File: src/rtl/sram_bus_arbiter_pkg.sv
// Shared widths, arbiter state encoding and packed-bus slice helper for sram_bus_arbiter.
// Latency: n/a (declarations only).
// Backpressure: n/a.
`ifndef SRAM_BUS_PKG_SV
`define SRAM_BUS_PKG_SV

// Select the slice of a packed per-master bus belonging to master idx.
`define SRAM_SLICE(bus, idx, w) bus[(idx)*(w) +: (w)]

package sram_bus_pkg;

    localparam int AW = 32;   // address width
    localparam int LW = 256;  // line data width
    localparam int TW = 6;    // transfer-type width
    localparam int SW = 16;   // write-strobe width

    typedef enum logic [1:0] {
        IDLE  = 2'd0,
        ISSUE = 2'd1,
        RWAIT = 2'd2
    } arb_state_e;

endpackage

`endif

File: src/rtl/sram_bus_arbiter_rr_pick.sv
// Picks one pending master: first set bit at/after ptr (wrapping), or lowest index under SRAM_ARB_FIXED_PRIO_EN.
// Latency: purely combinational.
// Backpressure: none; the caller decides when the pick is registered.
module rr_pick #(
    parameter int N  = 3,
    parameter int PW = 2
) (
    input  logic [N-1:0]  pend,
    input  logic [PW-1:0] ptr,
    output logic [N-1:0]  gnt_oh,
    output logic [PW-1:0] gnt_idx,
    output logic          any
);

`ifdef SRAM_ARB_FIXED_PRIO_EN
    // Pointer is held at zero by the caller and plays no part in a fixed-priority pick.
    logic unused_ptr;
    assign unused_ptr = ^ptr;

    // Priority encoder: lowest pending index wins.
    always_comb begin
        gnt_oh  = '0;
        gnt_idx = '0;
        any     = 1'b0;
        for (int k = 0; k < N; k++) begin
            if (!any && pend[PW'(k)]) begin
                any              = 1'b1;
                gnt_oh[PW'(k)]   = 1'b1;
                gnt_idx          = PW'(k);
            end
        end
    end
`else
    // Rotating search: scan N slots starting at ptr, first pending slot wins.
    always_comb begin
        int j;
        gnt_oh  = '0;
        gnt_idx = '0;
        any     = 1'b0;
        j       = 0;
        for (int k = 0; k < N; k++) begin
            j = int'(ptr) + k;
            if (j >= N) j = j - N;
            if (!any && pend[PW'(j)]) begin
                any              = 1'b1;
                gnt_oh[PW'(j)]   = 1'b1;
                gnt_idx          = PW'(j);
            end
        end
    end
`endif

endmodule

File: src/rtl/sram_bus_arbiter.sv
// Shares one SRAM line bus among NUM_M masters, one whole transaction at a time, write before read (SRAM_ARB_FIXED_PRIO_EN selects fixed priority).
// Latency: 1 cycle arbitration + 1 issue cycle minimum; read data and its valid pass through combinationally.
// Backpressure: downstream s_*_rdy is forwarded to the granted master's rdy; ISSUE holds until the handshake.
module sram_bus_arbiter
    import sram_bus_pkg::*;
#(
    parameter int NUM_M = 3
) (
    input  logic                clk,
    input  logic                rst,
    input  logic [NUM_M-1:0]    m_r_req,
    input  logic [NUM_M*AW-1:0] m_r_addr,
    input  logic [NUM_M*TW-1:0] m_r_type,
    output logic [NUM_M-1:0]    m_r_rdy,
    output logic [LW-1:0]       m_re_data,
    output logic [NUM_M-1:0]    m_re_valid,
    input  logic [NUM_M-1:0]    m_w_req,
    input  logic [NUM_M*AW-1:0] m_w_addr,
    input  logic [NUM_M*LW-1:0] m_w_data,
    input  logic [NUM_M*TW-1:0] m_w_type,
    input  logic [NUM_M*SW-1:0] m_w_strb,
    output logic [NUM_M-1:0]    m_w_rdy,
    output logic                s_r_req,
    output logic [AW-1:0]       s_r_addr,
    output logic [TW-1:0]       s_r_type,
    input  logic                s_r_rdy,
    input  logic [LW-1:0]       s_re_data,
    input  logic                s_re_valid,
    output logic                s_w_req,
    output logic [AW-1:0]       s_w_addr,
    output logic [LW-1:0]       s_w_data,
    output logic [TW-1:0]       s_w_type,
    output logic [SW-1:0]       s_w_strb,
    input  logic                s_w_rdy
);

    localparam int PW = (NUM_M > 1) ? $clog2(NUM_M) : 1;

    arb_state_e       state_q, state_d;
    logic [PW-1:0]    grant_q, grant_d;
    logic [NUM_M-1:0] grant_oh_q, grant_oh_d;
    logic [PW-1:0]    rr_ptr_q, rr_ptr_d;
    logic [PW-1:0]    ptr_after;

    logic [NUM_M-1:0] pend;
    logic [NUM_M-1:0] pick_oh;
    logic [PW-1:0]    pick_idx;
    logic             pick_any;
    logic             w_sel, r_sel;

    logic [AW-1:0] r_addr_a [NUM_M];
    logic [TW-1:0] r_type_a [NUM_M];
    logic [AW-1:0] w_addr_a [NUM_M];
    logic [LW-1:0] w_data_a [NUM_M];
    logic [TW-1:0] w_type_a [NUM_M];
    logic [SW-1:0] w_strb_a [NUM_M];

    for (genvar i = 0; i < NUM_M; i++) begin : g_slice
        assign r_addr_a[i] = `SRAM_SLICE(m_r_addr, i, AW);
        assign r_type_a[i] = `SRAM_SLICE(m_r_type, i, TW);
        assign w_addr_a[i] = `SRAM_SLICE(m_w_addr, i, AW);
        assign w_data_a[i] = `SRAM_SLICE(m_w_data, i, LW);
        assign w_type_a[i] = `SRAM_SLICE(m_w_type, i, TW);
        assign w_strb_a[i] = `SRAM_SLICE(m_w_strb, i, SW);
    end

    function automatic logic [PW-1:0] wrap_inc(input logic [PW-1:0] v);
        if (v == PW'(NUM_M - 1)) return '0;
        return v + PW'(1);
    endfunction

`ifdef SRAM_ARB_FIXED_PRIO_EN
    assign ptr_after = '0;
`else
    assign ptr_after = wrap_inc(grant_q);
`endif

    assign pend      = m_r_req | m_w_req;
    assign w_sel     = |(m_w_req & grant_oh_q);
    assign r_sel     = |(m_r_req & grant_oh_q);
    // Read line is broadcast unregistered; only the valid pulse selects the owner.
    assign m_re_data = s_re_data;

    rr_pick #(.N(NUM_M), .PW(PW)) u_rr_pick (
        .pend    (pend),
        .ptr     (rr_ptr_q),
        .gnt_oh  (pick_oh),
        .gnt_idx (pick_idx),
        .any     (pick_any)
    );

    // State, grant and fairness pointer registers.
    always_ff @(posedge clk) begin
        if (rst) begin
            state_q    <= IDLE;
            grant_q    <= '0;
            grant_oh_q <= '0;
            rr_ptr_q   <= '0;
        end else begin
            state_q    <= state_d;
            grant_q    <= grant_d;
            grant_oh_q <= grant_oh_d;
            rr_ptr_q   <= rr_ptr_d;
        end
    end

    // Next-state and per-state bus steering; everything idles at zero by default.
    always_comb begin
        state_d    = state_q;
        grant_d    = grant_q;
        grant_oh_d = grant_oh_q;
        rr_ptr_d   = rr_ptr_q;
        m_r_rdy    = '0;
        m_w_rdy    = '0;
        m_re_valid = '0;
        s_r_req    = 1'b0;
        s_r_addr   = '0;
        s_r_type   = '0;
        s_w_req    = 1'b0;
        s_w_addr   = '0;
        s_w_data   = '0;
        s_w_type   = '0;
        s_w_strb   = '0;
        case (state_q)
            IDLE: begin
                if (pick_any) begin
                    grant_d    = pick_idx;
                    grant_oh_d = pick_oh;
                    state_d    = ISSUE;
                end
            end
            ISSUE: begin
                if (w_sel) begin
                    // Write goes first so a dirty victim lands before its refill.
                    s_w_req  = 1'b1;
                    s_w_addr = w_addr_a[grant_q];
                    s_w_data = w_data_a[grant_q];
                    s_w_type = w_type_a[grant_q];
                    s_w_strb = w_strb_a[grant_q];
                    m_w_rdy  = grant_oh_q & {NUM_M{s_w_rdy}};
                    if (s_w_rdy) begin
                        state_d  = IDLE;
                        rr_ptr_d = ptr_after;
                    end
                end else if (r_sel) begin
                    s_r_req  = 1'b1;
                    s_r_addr = r_addr_a[grant_q];
                    s_r_type = r_type_a[grant_q];
                    m_r_rdy  = grant_oh_q & {NUM_M{s_r_rdy}};
                    if (s_r_rdy) state_d = RWAIT;
                end else begin
                    // Master withdrew before the handshake: give up the slot without moving fairness.
                    state_d = IDLE;
                end
            end
            RWAIT: begin
                if (s_re_valid) begin
                    m_re_valid = grant_oh_q;
                    state_d    = IDLE;
                    rr_ptr_d   = ptr_after;
                end
            end
            default: state_d = IDLE;
        endcase
    end

endmodule

File: config.mk
export PLATFORM = sky130hd
export DESIGN_NAME = sram_bus_arbiter
export DESIGN_NICKNAME = d
export VERILOG_FILES = /design/src/rtl/sram_bus_arbiter_pkg.sv /design/src/rtl/sram_bus_arbiter_rr_pick.sv /design/src/rtl/sram_bus_arbiter.sv
export SDC_FILE = /design/constraint.sdc
export NUM_CORES = 1
export LEC_CHECK = 0
export CORE_AREA = 8 8 738 740
export CTS_CLUSTER_SIZE = 40
export DETAILED_ROUTE_END_ITERATION = 12
export DIE_AREA = 0 0 746 748
export PLACE_DENSITY_LB_ADDON = 0.05
export SYNTH_ARGS = -nofsm -noshare
export SYNTH_HDL_FRONTEND = slang
export SYNTH_HIERARCHICAL = 1
export SYNTH_SLANG_ARGS = --single-unit
File: constraint.sdc
create_clock -name clk -period 2.85 [get_ports clk]
set_input_delay 0.57 -clock clk [delete_from_list [all_inputs] [get_ports clk]]
set_output_delay 0.57 -clock clk [all_outputs]
set_load 0.1 [all_outputs]
# ---- Word level (Yosys, flattened, before mapping)
# Index checks and enable logic that the tools add are counted.
dict set report word_totals {
  mem_bits_rw 0
  inputBits 1311
  n_memories 0
  reg_bits 9
  latch_bits 0
  wordCells 136
  output_inout_bits 615
  romBits 0
}
dict set report classes {
  n_reduce_logical 14
  magnitude_cmp 10
  multipliers 0
  n_mux 85
  n_addsub 6
  n_bitwise 8
  shift 0
  n_eq_ne 9
  div 0
}
# op count
set op_table {}
lappend op_table {{2-to-1 mux 256 bit} 4}
lappend op_table {{binary-select mux 256 bit (select 2 bit)} 1}
lappend op_table {{2-to-1 mux 32 bit} 9}
lappend op_table {{binary-select mux 32 bit (select 2 bit)} 2}
lappend op_table {{2-to-1 mux 16 bit} 4}
lappend op_table {{2-to-1 mux 6 bit} 9}
lappend op_table {{2-to-1 mux 2 bit} 17}
lappend op_table {{binary-select mux 16 bit (select 2 bit)} 1}
lappend op_table {{2-to-1 mux 3 bit} 10}
lappend op_table {{binary-select mux 6 bit (select 2 bit)} 2}
lappend op_table {{2-to-1 mux 1 bit} 18}
lappend op_table {{AND 3 bit} 4}
lappend op_table {{less-than comparator 2 x 4 -> 1 bit (second input constant)} 3}
lappend op_table {{OR 3 bit} 3}
lappend op_table {{!= test 2 bit (second input constant)} 4}
lappend op_table {{AND reduction 4 bit} 2}
lappend op_table {{binary-select mux 1 bit (select 2 bit)} 3}
lappend op_table {{demux 1 bit (select 2 bit)} 3}
lappend op_table {{greater-or-equal comparator 2 x 1 -> 1 bit (second input constant)} 3}
lappend op_table {{greater-or-equal comparator 3 x 2 -> 1 bit (second input constant)} 2}
lappend op_table {{one-hot mux 2 bit (3 select lines)} 1}
lappend op_table {{OR reduction 3 bit} 2}
lappend op_table {{logical AND 1 bit} 5}
lappend op_table {{== test 2 bit (second input constant)} 2}
lappend op_table {{16 further kinds} 18}

# ---- Depth between registers and ports, before layout
dict set report logic_depth {
  depth_word 14
  mapped_depth 9
  ltp_nobuf 9
}

# ---- Modules after synthesis
# The synthesis kept the hierarchy.
# module area_each_um2 instances seq_area_each_um2 cells_each
set modules_own_cells {}
lappend modules_own_cells {sram_bus_arbiter 11878.9 1 180.2 1867}
lappend modules_own_cells {rr_pick 295.3 1 0.0 44}

# ---- Worst setup path after synthesis
# Ideal clock, no wire load.
dict set report synth_path {
  path_kind {in2out}
  start {input m_w_req[0]}
  end {output s_r_addr[10]}
  required_time_ps 2280
  path_buffers 2
  cell_stages 5
  slack_ps -900
  arrival_time_ps 3180
  path_cell_list {a222oi_1 -> nand4bb_1 -> buf_2 -> buf_2 -> a21oi_1}
}
dict set report synth_via {
  elab_chain_len 4
}
# element line_no
set synth_lines {}
lappend synth_lines {{from (decl)} sram_bus_arbiter.sv:17} ;# input logic [NUM_M-1:0] m_w_req,
lappend synth_lines {{AND 3 bit} sram_bus_arbiter.sv:79} ;# assign w_sel = |(m_w_req & grant_oh_q);
lappend synth_lines {{OR reduction 3 bit} sram_bus_arbiter.sv:79}
lappend synth_lines {{2-to-1 mux 32 bit} sram_bus_arbiter.sv:133} ;# if (w_sel) begin
lappend synth_lines {{2-to-1 mux 32 bit} sram_bus_arbiter.sv:124} ;# case (state_q)
lappend synth_lines {{to (decl)} sram_bus_arbiter.sv:24} ;# output logic [AW-1:0] s_r_addr,
# Every way passes these cells.

# ---- Final worst setup path
dict set report layout_path {
  start {input m_w_req[0]}
  end {output s_w_data[142]}
}
dict set report layout_via {
  elab_chain_len 4
}
# element line_no
set layout_lines {}
lappend layout_lines {{AND 3 bit} sram_bus_arbiter.sv:79}
lappend layout_lines {{OR reduction 3 bit} sram_bus_arbiter.sv:79}
lappend layout_lines {{2-to-1 mux 256 bit} sram_bus_arbiter.sv:133}
lappend layout_lines {{2-to-1 mux 256 bit} sram_bus_arbiter.sv:124}
lappend layout_lines {{to (decl)} sram_bus_arbiter.sv:31} ;# output logic [LW-1:0] s_w_data,
# Every way passes these cells.

==> summary.txt <==
Via count: 20.56k
Post-route cell area: 43190 um^2
Cell variety after synth: 42
FF-to-FF Start: rr_ptr_q[0]
Logic pwr share: 95.0%
Sw Share: 54.48%
CTS H-tree lvls: 1
Ys flop type: dfxtp_1
Avg Cell Area, Syn: 6.371 um^2
Worst hold-check path type: flop to flop
Clock Skew: 0.006199 ns
WL/cell: 31.87 um
Row cnt: 269
Most frequent cells in the layout: clkdlybuf4s50_1 (1048), buf_12 (438), mux2i_1 (352), or2_2 (346), nand2_1 (343)
Placed instance area: 40250 um^2
Total GRT Usage: 11.06%
Pin count of the biggest net entering global routing: 59
Hold Path Sink: rr_ptr_q[1]
TritonCTS Buffers: 3
VDD IR-drop max: 0.1602 mV
Post-synth EDFFs: 0
Clock sinks: 9
PortBufs: 1413
Crit path kind: primary input to primary output
Hold path start: rr_ptr_q[1]
Die Y: 748 um
Vias in the first global route: 21.97k
Layout cells sized above 1: 41.57%
Setup crit end kind: primary output
Total power: 8.443 mW
Initial Util: 2.281%
Net Count, Synth: 3226
DRT Pass-1 Iters: 5
Unrepaired setup endpoints after global routing: true
Die span in x: 746 um
Worst rel slew slack: 43.12%
Area Overhead vs Synth: 254.7%
Lkg Pwr: 12.91 nW
Arrival time worst endpoint: 2.64 ns
CTS Hold Buffers Added: 0
Share of total power in the clock network: 3.3%
R2r endpoint: grant_q[1]
Total gr overflow: 0
Number of synthesized register bits: 9
Final period util: 112.8%
Pwr/cell area: 195.5 nW/um^2
Fillers: 62.25k
Final Max Tran Viols: 0
Antenna-violating nets left: 0
Top cell type's share of synthesized area: 29.19%
Cell-internal power: 3.843 mW
Mapped cell area: 12170 um^2
CTS tree: built
Tmin final: 3.214 ns
Max Freq: 311.2 MHz
Worst-path maximum fanout: 10
Clk buf depth: 2
Maxcap violations: 0
Ys async rst share: 0%
Commonest non-fill, non-tap cell in the layout: clkdlybuf4s50_1
IO Pins: 1926
Crit-path cells: buf_12 > a222oi_1 > buf_4 > or3b_4 > buf_16 > buf_16 > buf_16 > a21oi_4 > buf_12
Critical Path RT: 2.28 ns
HPWL Detailed: 304200 um
Aggregate routed wire length: 330300 um
Worst slew pin tran: 0.8294 ns
Slowest cell delay on critical path: 0.46 ns
Routability cong.: 0.8157
CP max stage cell: or3b_4
Final setup viols: 325
Layout Nets: 4607
Setup TNS: -45.99 ns
CTS Root Cell: clkbuf_16
Later-pin clock latency in the skew report: 0.25 ns
Area leader, netlist: mux2i_1
Initial drt markers: 816
Ys Warns: 6
Main area contributors after synthesis: mux2i_1 (29%), or2_2 (18%), buf_4 (16%)
Core Region: 533800 um^2
Worst r2r path cells: 9
Sequential area share after synthesis: 1.480%
Post-DR vias/cell: 1.984
Dpl ws: -1.587 ns
# DRC: 0
First-pass GRT wire length: 378800 um
CP delay by family, top: buffers and inverters
Clock-pin slew on the worst setup and hold paths: 0.05 ns
Run status: finished, violations left
Fin. Hold Viols: 0
CP Launch Type: primary input
Sequential share of power: 1.7%
Die Footprint: 558000 um^2
Sw power: 4.600 mW
Final setup margin: -0.3637 ns
Initial antenna violation count: 211
Failing checks: setup timing
Reg2reg setup slack: 0.25 ns
Worst path bufs/invs: 6
Most common cell on crit path: buf_16
Syn Inst Count: 1911
Fin Hold WS: 0.5347 ns
Hold Crit Depth: 2
through the flow:
stage	util [%]	instances
finish	8.090	10365
global route	8.081	10345
CTS	7.801	10298
detailed placement	7.541	10283
global placement	7.537	10282
floorplan	-	1911
per-layer routing:
layer / GRT usage [%] / up-vias / share of wire, %
li1: - / 8931 / -
met1: 11.19 / 9534 / 36
met2: 18.97 / 1494 / 47
met3: 7.615 / 506 / 15
met4: 1.800 / 94 / 2.6
met5: 0.2973 / - / 0.25
cell type report:
type | instances | area, um^2 | share of cell area (%)
inverter | 7 | 30.03 | 0.06953
timing repair buffer | 1793 | 22310 | 51.66
multi-input combinational | 1478 | 11690 | 27.07
sequential | 9 | 192.7 | 0.4462
tap | 7046 | 8816 | 20.41
antenna | 28 | 70.07 | 0.1622
clock buffer | 4 | 78.83 | 0.1825
logic make-up (layout without fill, tap and decap cells):
logic type      after synthesis  in the layout  share of synthesized area [%]
flops                         9              9                          1.480
buf+inv                     424           1804                          22.00
fa+ha+maj                     4              4                         0.4111
other cells                   0             28                              0
simple gates                746            746                          31.09
mux                         356            356                          29.28
compound gates              372            372                          15.73
synthesized netlist by cell type, types with 2 or more instances:
library cell,n
a211oi_1,3
a21oi_1,355
a222oi_1,2
and2_1,6
and3_1,3
buf_2,67
buf_4,265
clkbuf_1,83
dfxtp_1,9
ha_1,4
inv_1,7
mux2i_1,355
nand2_1,355
nand2b_1,4
nor2_1,9
nor2b_1,4
nor3_1,2
nor3b_1,2
o21ai_0,3
or2_2,351
how the worst max path moves through the flow:
stage                from            end  slack, ns  cells past startpoint
2_1_floorplan  m_w_req[0]    s_w_addr[0]      -0.80                      6
3_3_place_gp   m_w_req[0]   s_r_addr[30]      -2.24                      8
3_5_place_dp   m_w_req[0]  s_w_data[208]      -1.59                      7
4_1_cts        m_r_req[0]    s_r_type[1]      -0.52                      7
5_1_grt        m_w_req[0]  s_w_data[171]      -0.37                      9
6_report       m_w_req[0]  s_w_data[142]      -0.36                      9
power by group through the flow:
stage	Clock, mW	Sequential (mW)	Combinational (mW)
floorplan	0	0.142	4.74
finish	0.274	0.147	8.02
detailed placement	0	0.151	7.70
global route	0.294	0.149	8.44
global placement	0	0.151	7.75
CTS	0.289	0.148	8.00
worst min-delay path, stage by stage (launching register included):
cell and delay (ns):
dfxtp_1 0.34, nand2b_1 0.08, mux2i_1 0.06
state kept, by name, indices dropped and copies added, names as in the netlist:
register / flops
rr_ptr_q: 2
grant_q: 2
state_q: 2
grant_oh_q: 3
repair_timing:
item / 4_1_cts / 5_1_grt
pin swaps: 4 / 13
buffers inserted: 6 / 38
cloned: 5 / 11
endpoints found under the setup margin: 361 / 350
gates resized for setup: 244 / 198
Note: power is estimated with default switching activity, not from simulation.
